`config.mk`:
```
export PLATFORM = sky130hd
export DESIGN_NAME = uart_rx_128
export DESIGN_NICKNAME = d
export VERILOG_FILES = /design/src/rtl/uart_pkg.sv /design/src/rtl/uart_rx_byte.sv /design/src/rtl/uart_rx_128.sv
export SDC_FILE = /design/constraint.sdc
export NUM_CORES = 1
export LEC_CHECK = 0
export ABC_CLOCK_PERIOD_IN_PS = 16250
export BUFFER_PORTS_ARGS = -buffer_cell sky130_fd_sc_hd__buf_2
export CAP_MARGIN = 0
export CORE_MARGIN = 3
export CORE_UTILIZATION = 60
export DETAILED_ROUTE_END_ITERATION = 16
export GPL_TIMING_DRIVEN = 0
export PLACE_DENSITY = 0.82
export SYNTH_ARGS = -nofsm -noshare
export SYNTH_HDL_FRONTEND = slang
export SYNTH_SLANG_ARGS = --single-unit
```
`constraint.sdc`:
```
create_clock -name clk -period 16.25 [get_ports clk]
set_input_delay 0.8125 -clock clk [delete_from_list [all_inputs] [get_ports clk]]
set_output_delay 0.8125 -clock clk [all_outputs]
set_load 0.02 [all_outputs]
```
`src/rtl/uart_pkg.sv`:
```
// Shared UART receive definitions: FSM state encoding and default timing constants.
package uart_pkg;
  localparam int unsigned UART_DATA_BITS   = 8;
  localparam int unsigned CLKS_PER_BIT_DEF = 10417;

  typedef enum logic [1:0] {
    IDLE  = 2'd0,
    START = 2'd1,
    DATA  = 2'd2,
    STOP  = 2'd3
  } rx_state_e;
endpackage

```
`src/rtl/uart_rx_byte.sv`:
```
// 8N1 byte receiver: rx synchroniser, start/data/stop FSM and mid-bit sampling.
module uart_rx_byte
  import uart_pkg::*;
#(
  parameter int unsigned CLKS_PER_BIT = CLKS_PER_BIT_DEF
) (
  input  logic                      clk,
  input  logic                      rst,
  input  logic                      rx,
  input  logic                      enable,
  output logic [UART_DATA_BITS-1:0] rx_byte,
  output logic                      byte_valid,
  output logic                      frame_err,
  output logic                      bit_start,
  output logic                      idle_c
);
  localparam int unsigned CW   = $clog2(CLKS_PER_BIT);
  localparam int unsigned HALF = CLKS_PER_BIT / 2;

  rx_state_e                 state_q, state_d;
  logic [CW-1:0]             clk_cnt_q, clk_cnt_d;
  logic [2:0]                bit_cnt_q, bit_cnt_d;
  logic [UART_DATA_BITS-1:0] shreg_d;
  logic                      byte_valid_d, frame_err_d, bit_start_d;
  logic [1:0]                sync_q;
  logic                      rx_prev_q;
  logic                      rx_s;

  assign rx_s   = sync_q[1];
  assign idle_c = (state_q == IDLE);

  // Synchroniser and edge history reset to the idle line level
  always_ff @(posedge clk or posedge rst) begin
    if (rst) begin
      sync_q    <= 2'b11;
      rx_prev_q <= 1'b1;
    end else begin
      sync_q    <= {sync_q[0], rx};
      rx_prev_q <= rx_s;
    end
  end

  always_ff @(posedge clk or posedge rst) begin
    if (rst) begin
      state_q    <= IDLE;
      clk_cnt_q  <= '0;
      bit_cnt_q  <= '0;
      rx_byte    <= '0;
      byte_valid <= 1'b0;
      frame_err  <= 1'b0;
      bit_start  <= 1'b0;
    end else begin
      state_q    <= state_d;
      clk_cnt_q  <= clk_cnt_d;
      bit_cnt_q  <= bit_cnt_d;
      rx_byte    <= shreg_d;
      byte_valid <= byte_valid_d;
      frame_err  <= frame_err_d;
      bit_start  <= bit_start_d;
    end
  end

  always_comb begin
    state_d      = state_q;
    clk_cnt_d    = clk_cnt_q + CW'(1);
    bit_cnt_d    = bit_cnt_q;
    shreg_d      = rx_byte;
    byte_valid_d = 1'b0;
    frame_err_d  = 1'b0;
    bit_start_d  = 1'b0;

    case (state_q)
      IDLE: begin
        clk_cnt_d = '0;
        bit_cnt_d = '0;
        if (enable && rx_prev_q && !rx_s) state_d = START;
      end
      START: begin
        if (clk_cnt_q == CW'(HALF - 1)) begin
          clk_cnt_d = '0;
          bit_cnt_d = '0;
          if (!rx_s) begin
            state_d     = DATA;
            bit_start_d = 1'b1;
          end else begin
            state_d = IDLE;
          end
        end
      end
      DATA: begin
        if (clk_cnt_q == CW'(CLKS_PER_BIT - 1)) begin
          clk_cnt_d = '0;
          shreg_d   = {rx_s, rx_byte[UART_DATA_BITS-1:1]};
          if (bit_cnt_q == 3'd7) state_d = STOP;
          else                   bit_cnt_d = bit_cnt_q + 3'd1;
        end
      end
      STOP: begin
        if (clk_cnt_q == CW'(CLKS_PER_BIT - 1)) begin
          clk_cnt_d = '0;
          state_d   = IDLE;
          if (rx_s) byte_valid_d = 1'b1;
          else      frame_err_d  = 1'b1;
        end
      end
      default: state_d = IDLE;
    endcase

    // Disable overrides every state and drops any in-flight result
    if (!enable) begin
      state_d      = IDLE;
      clk_cnt_d    = '0;
      bit_cnt_d    = '0;
      byte_valid_d = 1'b0;
      frame_err_d  = 1'b0;
      bit_start_d  = 1'b0;
    end
  end
endmodule

```
`src/rtl/uart_rx_128.sv`:
```
// 128-bit UART word receiver: assembles NBYTES 8N1 bytes (first byte on top) into data.
// Optional partial-word timeout with a timeout pulse port when UART_RX_TIMEOUT_EN is defined.
module uart_rx_128
  import uart_pkg::*;
#(
  parameter int unsigned CLKS_PER_BIT = CLKS_PER_BIT_DEF,
  parameter int unsigned NBYTES       = 16,
  parameter int unsigned TIMEOUT_BITS = 20
) (
  input  logic                               clk,
  input  logic                               rst,
  input  logic                               rx,
  input  logic                               enable,
  output logic [UART_DATA_BITS*NBYTES-1:0]   data,
  output logic                               done,
  output logic                               frame_err,
  output logic [4:0]                         byte_cnt
`ifdef UART_RX_TIMEOUT_EN
  ,
  output logic                               timeout
`endif
);
  localparam int unsigned WORD_W = UART_DATA_BITS * NBYTES;

  if (CLKS_PER_BIT < 4 || TIMEOUT_BITS == 0) begin : g_param_check
    $error("uart_rx_128: CLKS_PER_BIT must be >= 4 and TIMEOUT_BITS > 0");
  end

  logic [UART_DATA_BITS-1:0] rx_byte;
  logic                      byte_valid, bit_start, idle_c;
  logic [WORD_W-1:0]         word_q, word_next_c;

  uart_rx_byte #(.CLKS_PER_BIT(CLKS_PER_BIT)) u_byte (
    .clk        (clk),
    .rst        (rst),
    .rx         (rx),
    .enable     (enable),
    .rx_byte    (rx_byte),
    .byte_valid (byte_valid),
    .frame_err  (frame_err),
    .bit_start  (bit_start),
    .idle_c     (idle_c)
  );

  assign word_next_c = {word_q[WORD_W-UART_DATA_BITS-1:0], rx_byte};

`ifdef UART_RX_TIMEOUT_EN
  localparam int unsigned TO_LIMIT = TIMEOUT_BITS * CLKS_PER_BIT;
  localparam int unsigned TO_W     = $clog2(TO_LIMIT + 1);

  logic [TO_W-1:0] to_cnt;
  logic            to_run_c, to_fire_c;

  // Only an idle line with a partial word ages toward the timeout
  assign to_run_c  = idle_c && enable && (byte_cnt != 5'd0) && (byte_cnt < 5'(NBYTES));
  assign to_fire_c = to_run_c && (to_cnt == TO_W'(TO_LIMIT));

  always_ff @(posedge clk or posedge rst) begin
    if (rst) begin
      to_cnt  <= '0;
      timeout <= 1'b0;
    end else begin
      timeout <= to_fire_c;
      if (!to_run_c || to_fire_c) to_cnt <= '0;
      else                        to_cnt <= to_cnt + TO_W'(1);
    end
  end
`endif

  // Word assembly, byte counting and the done level
  always_ff @(posedge clk or posedge rst) begin
    if (rst) begin
      word_q   <= '0;
      data     <= '0;
      done     <= 1'b0;
      byte_cnt <= '0;
    end else if (!enable) begin
      word_q   <= '0;
      done     <= 1'b0;
      byte_cnt <= '0;
    end else begin
      if (bit_start) done <= 1'b0;
      if (frame_err) begin
        word_q   <= '0;
        byte_cnt <= '0;
      end else if (byte_valid) begin
        if (byte_cnt == 5'(NBYTES - 1)) begin
          word_q   <= '0;
          data     <= word_next_c;
          done     <= 1'b1;
          byte_cnt <= '0;
        end else begin
          word_q   <= word_next_c;
          byte_cnt <= byte_cnt + 5'd1;
        end
      end
`ifdef UART_RX_TIMEOUT_EN
      else if (to_fire_c) begin
        word_q   <= '0;
        byte_cnt <= '0;
      end
`endif
    end
  end
endmodule
```
### Word-level counts from Yosys, hierarchy flattened

Index checks and enable logic that the tools add are counted.
Widths: inputs -> output; s select.

| word-level totals | value |
|---|---|
| logic and storage cells | 82 |
| register bits | 287 |
| output and inout bits | 135 |
| input port bits | 4 |

| operators by class | value |
|---|---|
| bitwise operators | 1 |
| reductions and logical operators | 9 |
| add/subtract/negate cells | 3 |
| equal/unequal tests | 15 |
| mux-type cells | 41 |

Operator list:

| kind | number |
|---|---|
| $mux 120 | 4 |
| $mux 14 | 3 |
| $pmux 14 s3 | 1 |
| $mux 5 | 4 |
| $mux 1 | 16 |
| $ne 3x2->1 const B | 5 |
| $add 14x1->14 const B | 1 |
| $eq 14x13->1 const B | 1 |
| $eq 14x14->1 const B | 1 |
| $mux 2 | 7 |
| $mux 3 | 4 |
| $pmux 3 s3 | 1 |
| $pmux 2 s4 | 1 |
| $reduce_and 4->1 | 2 |
| $add 5x1->5 const B | 1 |
| $eq 5x4->1 const B | 1 |
| $reduce_and 5->1 | 1 |
| $eq 2x2->1 const B | 2 |
| $ne 4x1->1 const B | 1 |
| $add 3x1->3 const B | 1 |
| $eq 3x3->1 const B | 1 |
| $ne 3x1->1 const B | 1 |
| $ne 3x3->1 const B | 1 |
| $eq 2x1->1 const B | 1 |
| other kinds (6) | 7 |

### Longest topological paths before layout

| logic depth | value |
|---|---|
| depth in word-level cells | 5 |
| gate-level depth with buffers | 7 |
| gate-level depth less buffers | 6 |

### Cells and area by module

Synthesis repeated with hierarchy kept, for this count alone.

| unflattened totals | value |
|---|---|
| cell total of the unflattened synthesis | 716 |
| area total of the unflattened synthesis | 11100.6 µm² |

By module, submodules not included:

| module | area each (µm²) | times used | cells each |
|---|---|---|---|
| uart_rx_128 | 9424.0 | 1 | 566 |
| uart_rx_byte | 1676.6 | 1 | 150 |

### Worst setup path before layout

Ideal clock, no wire load.

| path | value |
|---|---|
| path type | input -> register |
| from | input port enable |
| to | register data[0] |
| slack | 14.193 ns |
| stages | 6 |
| data required time | 16.125 ns |
| library setup time | 0.125 ns |
| data arrival time | 1.932 ns |
| cell sequence | nor2b_1 -> nand2_1 -> nor2_1 -> buf_2 -> buf_2 -> mux2_2 |

| on the way | value |
|---|---|
| cells in the longest elaborated chain, start to end | 1 |

Ends and longest elaborated chain:

| item | RTL line | text |
|---|---|---|
| start: declaration | uart_rx_128.sv:13 | `input logic enable,` |
| $reduce_and 4->1 (no source line) | - |  |
| end signal: assignment | uart_rx_128.sv:89 | `data <= word_next_c;` |
| end: declaration | uart_rx_128.sv:14 | `output logic [UART_DATA_BITS*NBYTES-1:0] data,` |

No other way between the ends.
A chain may end at the register's enable or synchronous reset.

### Final worst setup path

| path | value |
|---|---|
| from | register byte_cnt[0] |
| to | register word_q[62] |

| on the way | value |
|---|---|
| cells in the longest elaborated chain, start to end | 5 |

Ends and longest elaborated chain:

| item | RTL line | text |
|---|---|---|
| start: declaration | uart_rx_128.sv:17 | `output logic [4:0] byte_cnt` |
| start signal: assignment | uart_rx_128.sv:94 | `byte_cnt <= byte_cnt + 5'd1;` |
| $eq 5x4->1 | uart_rx_128.sv:87 | `if (byte_cnt == 5'(NBYTES - 1)) begin` |
| $mux 120 | uart_rx_128.sv:87 |  |
| $mux 120 | uart_rx_128.sv:86 | `end else if (byte_valid) begin` |
| $mux 120 | uart_rx_128.sv:83 | `if (frame_err) begin` |
| $mux 120 | uart_rx_128.sv:77 | `end else if (!enable) begin` |
| end signal: assignment | uart_rx_128.sv:93 | `word_q <= word_next_c;` |
| end: declaration | uart_rx_128.sv:31 | `logic [WORD_W-1:0] word_q, word_next_c;` |

No other way between the ends. The select of a mux whose other input is x is not followed.

==> summary.md <==
| Metric | Value |
|---|---|
| Initial Util | 61.9% |
| Core area | 0.0174 mm^2 |
| Fin cells | 1114 |
| Sw Ratio | 20.1% |
| DR pass1 iterations | 4 |
| Slew @ Worst Pin | 623 ps |
| Most instantiated cells after synthesis | dfrtp_1, mux2_2, a22o_1 |
| Worst setup EP type | flip-flop |
| Pleak | 0.00675 uW |
| Synth-to-Final Area Change | 17.7% |
| Max-slew violation count | 0 |
| Num ports | 139 |
| Worst Skew | 12.5 ps |
| Row Count | 48 |
| Crit path max fanout | 10 |
| Asr flop ratio synth | 100% |
| Relative slew margins | 58.5% |
| Crit path required time | 16700 ps |
| CTS resizes | 0 |
| Max-cap violations | 0 |
| Die ar. | 0.0196 mm^2 |
| Initial DRC count | 435 |
| Sequential power share | 52.8% |
| Pin count of the biggest net entering global routing | 120 |
| Pwr dens | 107 mW/mm^2 |
| Post-CTS Setup Bufs | 0 |
| Comb pwr share | 2.0% |
| Ratio of cells with drive above 1 in the final layout | 39.4% |
| Setup crit start kind | flip-flop |
| Clk pwr share | 45.2% |
| Root Driver | clkbuf_16 |
| Number of flops mapped to enable cells by yosys | 0 |
| Library cells used by synthesis | 44 |
| Area share of the largest cell type after synthesis | 65.9% |
| Mapped Nets | 715 |
| # setup viols final | 0 |
| Htree depth | 1 |
| Vias per cell | 5.96 |
| Final HPWL DP | 16.0 mm |
| Min Tclk post-route | 2310 ps |
| Hold Crit Class | in -> async |
| Post-Syn Area | 0.0108 mm^2 |
| Global-route wire length before repair | 38.6 mm |
| Synthesized flop and latch total | 287 |
| IO buf count | 138 |
| Vias in the first global route | 7169 |
| RD Place Congestion | 0.858 |
| Internal power | 1090 uW |
| CTS Buf Count | 28 |
| Total grt overflow | 0 |
| Later-pin clock latency in the skew report | 530 ps |
| P_sw | 274 uW |
| Crit Reg-Reg Startpoint | byte_cnt[0]$_DFFE_PP0P_ |
| YS warnings | 0 |
| CP Class | reg -> reg |
| Crit path from | byte_cnt[0]$_DFFE_PP0P_ |
| Max Root-Sink Buffers | 3 |
| Seq/Total Area, Yosys | 66.7% |
| Ant diodes | 0 |
| Fin crit share | 14.2% |
| Post-Syn Instances | 705 |
| Syn_area_per_cell | 15.3 um^2 |
| # nets final | 885 |
| Maximum vdd drop | 0.0000740 V |
| Reg clk slew, reported paths | 60 ps |
| Most frequent cell after synthesis | dfrtp_1 |
| Antenna violation net count after detailed routing | 0 |
| Setup TNS | 0 ps |
| Ranking of synthesized cells by area | dfrtp_1, mux2_2, a22o_1, buf_2, xor2_1 |
| Final core occ | 72.8% |
| DRC Markers | 0 |
| CTS tree | built |
| Post-Route WL | 23.4 mm |
| Average routed wire per standard cell | 21.0 um |
| Top_reg_cell synth | dfrtp_1 |
| Vias | 6639 |
| Width of the die | 140 um |
| Total GRT Usage | 24.1% |
| # clock sinks | 287 |
| Initial antenna violation count | 0 |
| Final hold vios | 0 |
| Placed cells | 1070 |
| WP data arrival | 2760 ps |
| Fmax | 432 MHz |
| CTS Hold Bufs | 0 |
| Die Y | 140 um |
| Area leader, netlist | dfrtp_1 |
| Status | completed |
| RSZ-0062 raised after global routing | false |
logic make-up (layout without fill, tap and decap cells):
kind of cell	count (synthesis)	after routing	synth area share [%]
multiplexers	141	141	14.7
AND/OR/NAND/NOR	76	76	4.30
buffers and inverters	50	234	2.03
adder cells (fa/ha/maj)	6	6	0.697
XOR/XNOR	12	12	0.975
flip-flops	287	287	66.7
AO/OA/AOI/OAI	133	133	10.6
registers in the layout, summed over array words and instances, names as in the netlist:
register / cells
u_byte.bit_cnt_q: 3
done: 1
u_byte.state_q: 2
data: 128
word_q: 120
u_byte.rx_prev_q: 1
u_byte.byte_valid: 1
u_byte.clk_cnt_q: 14
u_byte.bit_start: 1
u_byte.frame_err: 1
u_byte.sync_q: 2
u_byte.rx_byte: 8
byte_cnt: 5
stage by stage:
| stage | area, um^2 | total power, uW | hold WS [ps] | setup WS (ps) |
|---|---|---|---|---|
| finish | 12700 | 1360 | 358 | 13940 |
| floorplan | 10800 | 749 | 345 | 7520 |
| global route | 12700 | 1400 | 358 | 13830 |
| detailed placement | 11800 | 758 | 349 | 13660 |
| CTS | 12700 | 1370 | 359 | 13980 |
| global placement | 11800 | 755 | 346 | 5480 |
layout by cell type, fill, tap and decap left out, drive strengths merged, types with 2 or more instances in the layout:
cell type / instances
a21o: 2
a221o: 2
a22o: 120
a41oi: 2
and2: 3
and3: 3
and4: 5
buf: 167
clkbuf: 61
dfrtp: 284
dfstp: 3
ha: 6
inv: 4
mux2: 137
mux2i: 4
nand2: 16
nand3: 7
nand4: 5
nor2: 19
nor2b: 4
nor3: 3
nor3b: 2
nor4b: 2
o21ai: 3
xor2: 11
power by group through the flow:
| stage | logic, uW | clock network [uW] | registers, uW |
|---|---|---|---|
| floorplan | 19.0 | 0 | 730 |
| global placement | 24.3 | 0 | 731 |
| detailed placement | 28.2 | 0 | 730 |
| CTS | 28.7 | 623 | 717 |
| global route | 31.5 | 653 | 717 |
| finish | 27.6 | 614 | 717 |
final timing paths:
path                       slack [ps]                    endpoint  cells after the start
max in group asynchronous       14910       word_q[6]$_DFFE_PP0P_                      3
max reg2reg                     13940      word_q[62]$_DFFE_PP0P_                      7
min                               360      word_q[48]$_DFFE_PP0P_                      2
min reg2reg                       360  u_byte.sync_q[1]$_DFF_PP1_                      0
min in group clk                  360  u_byte.sync_q[1]$_DFF_PP1_                      0
max                             13940      word_q[62]$_DFFE_PP0P_                      7
metal layers:
metal,track usage (%),up-vias,part of all wire [%]
met5,0,-,0
met4,5.97,0,1.7
met3,3.96,36,5.5
met2,41.9,192,51
met1,32.3,3475,42
li1,-,2936,-
final cells by class:
type / count / area [um^2]
Sequential cell: 287 / 7190
Inverter: 4 / 22.5
Timing Repair Buffer: 140 / 746
Fill cell: 1095 / 4730
Multi-Input combinational cell: 368 / 3370
Clock buffer: 42 / 835
Buffer: 46 / 204
Clock inverter: 2 / 35.0
Tap cell: 225 / 282
worst max-delay path, cell delays in order (launching register included):
cell and delay [ps]:
dfrtp_1 440, ha_1 260, nand4b_1 180, and3_1 180, clkbuf_1 180, clkbuf_1 500
buf_2 310, a22o_1 180
No activity file was read; power rests on OpenSTA's default activity.
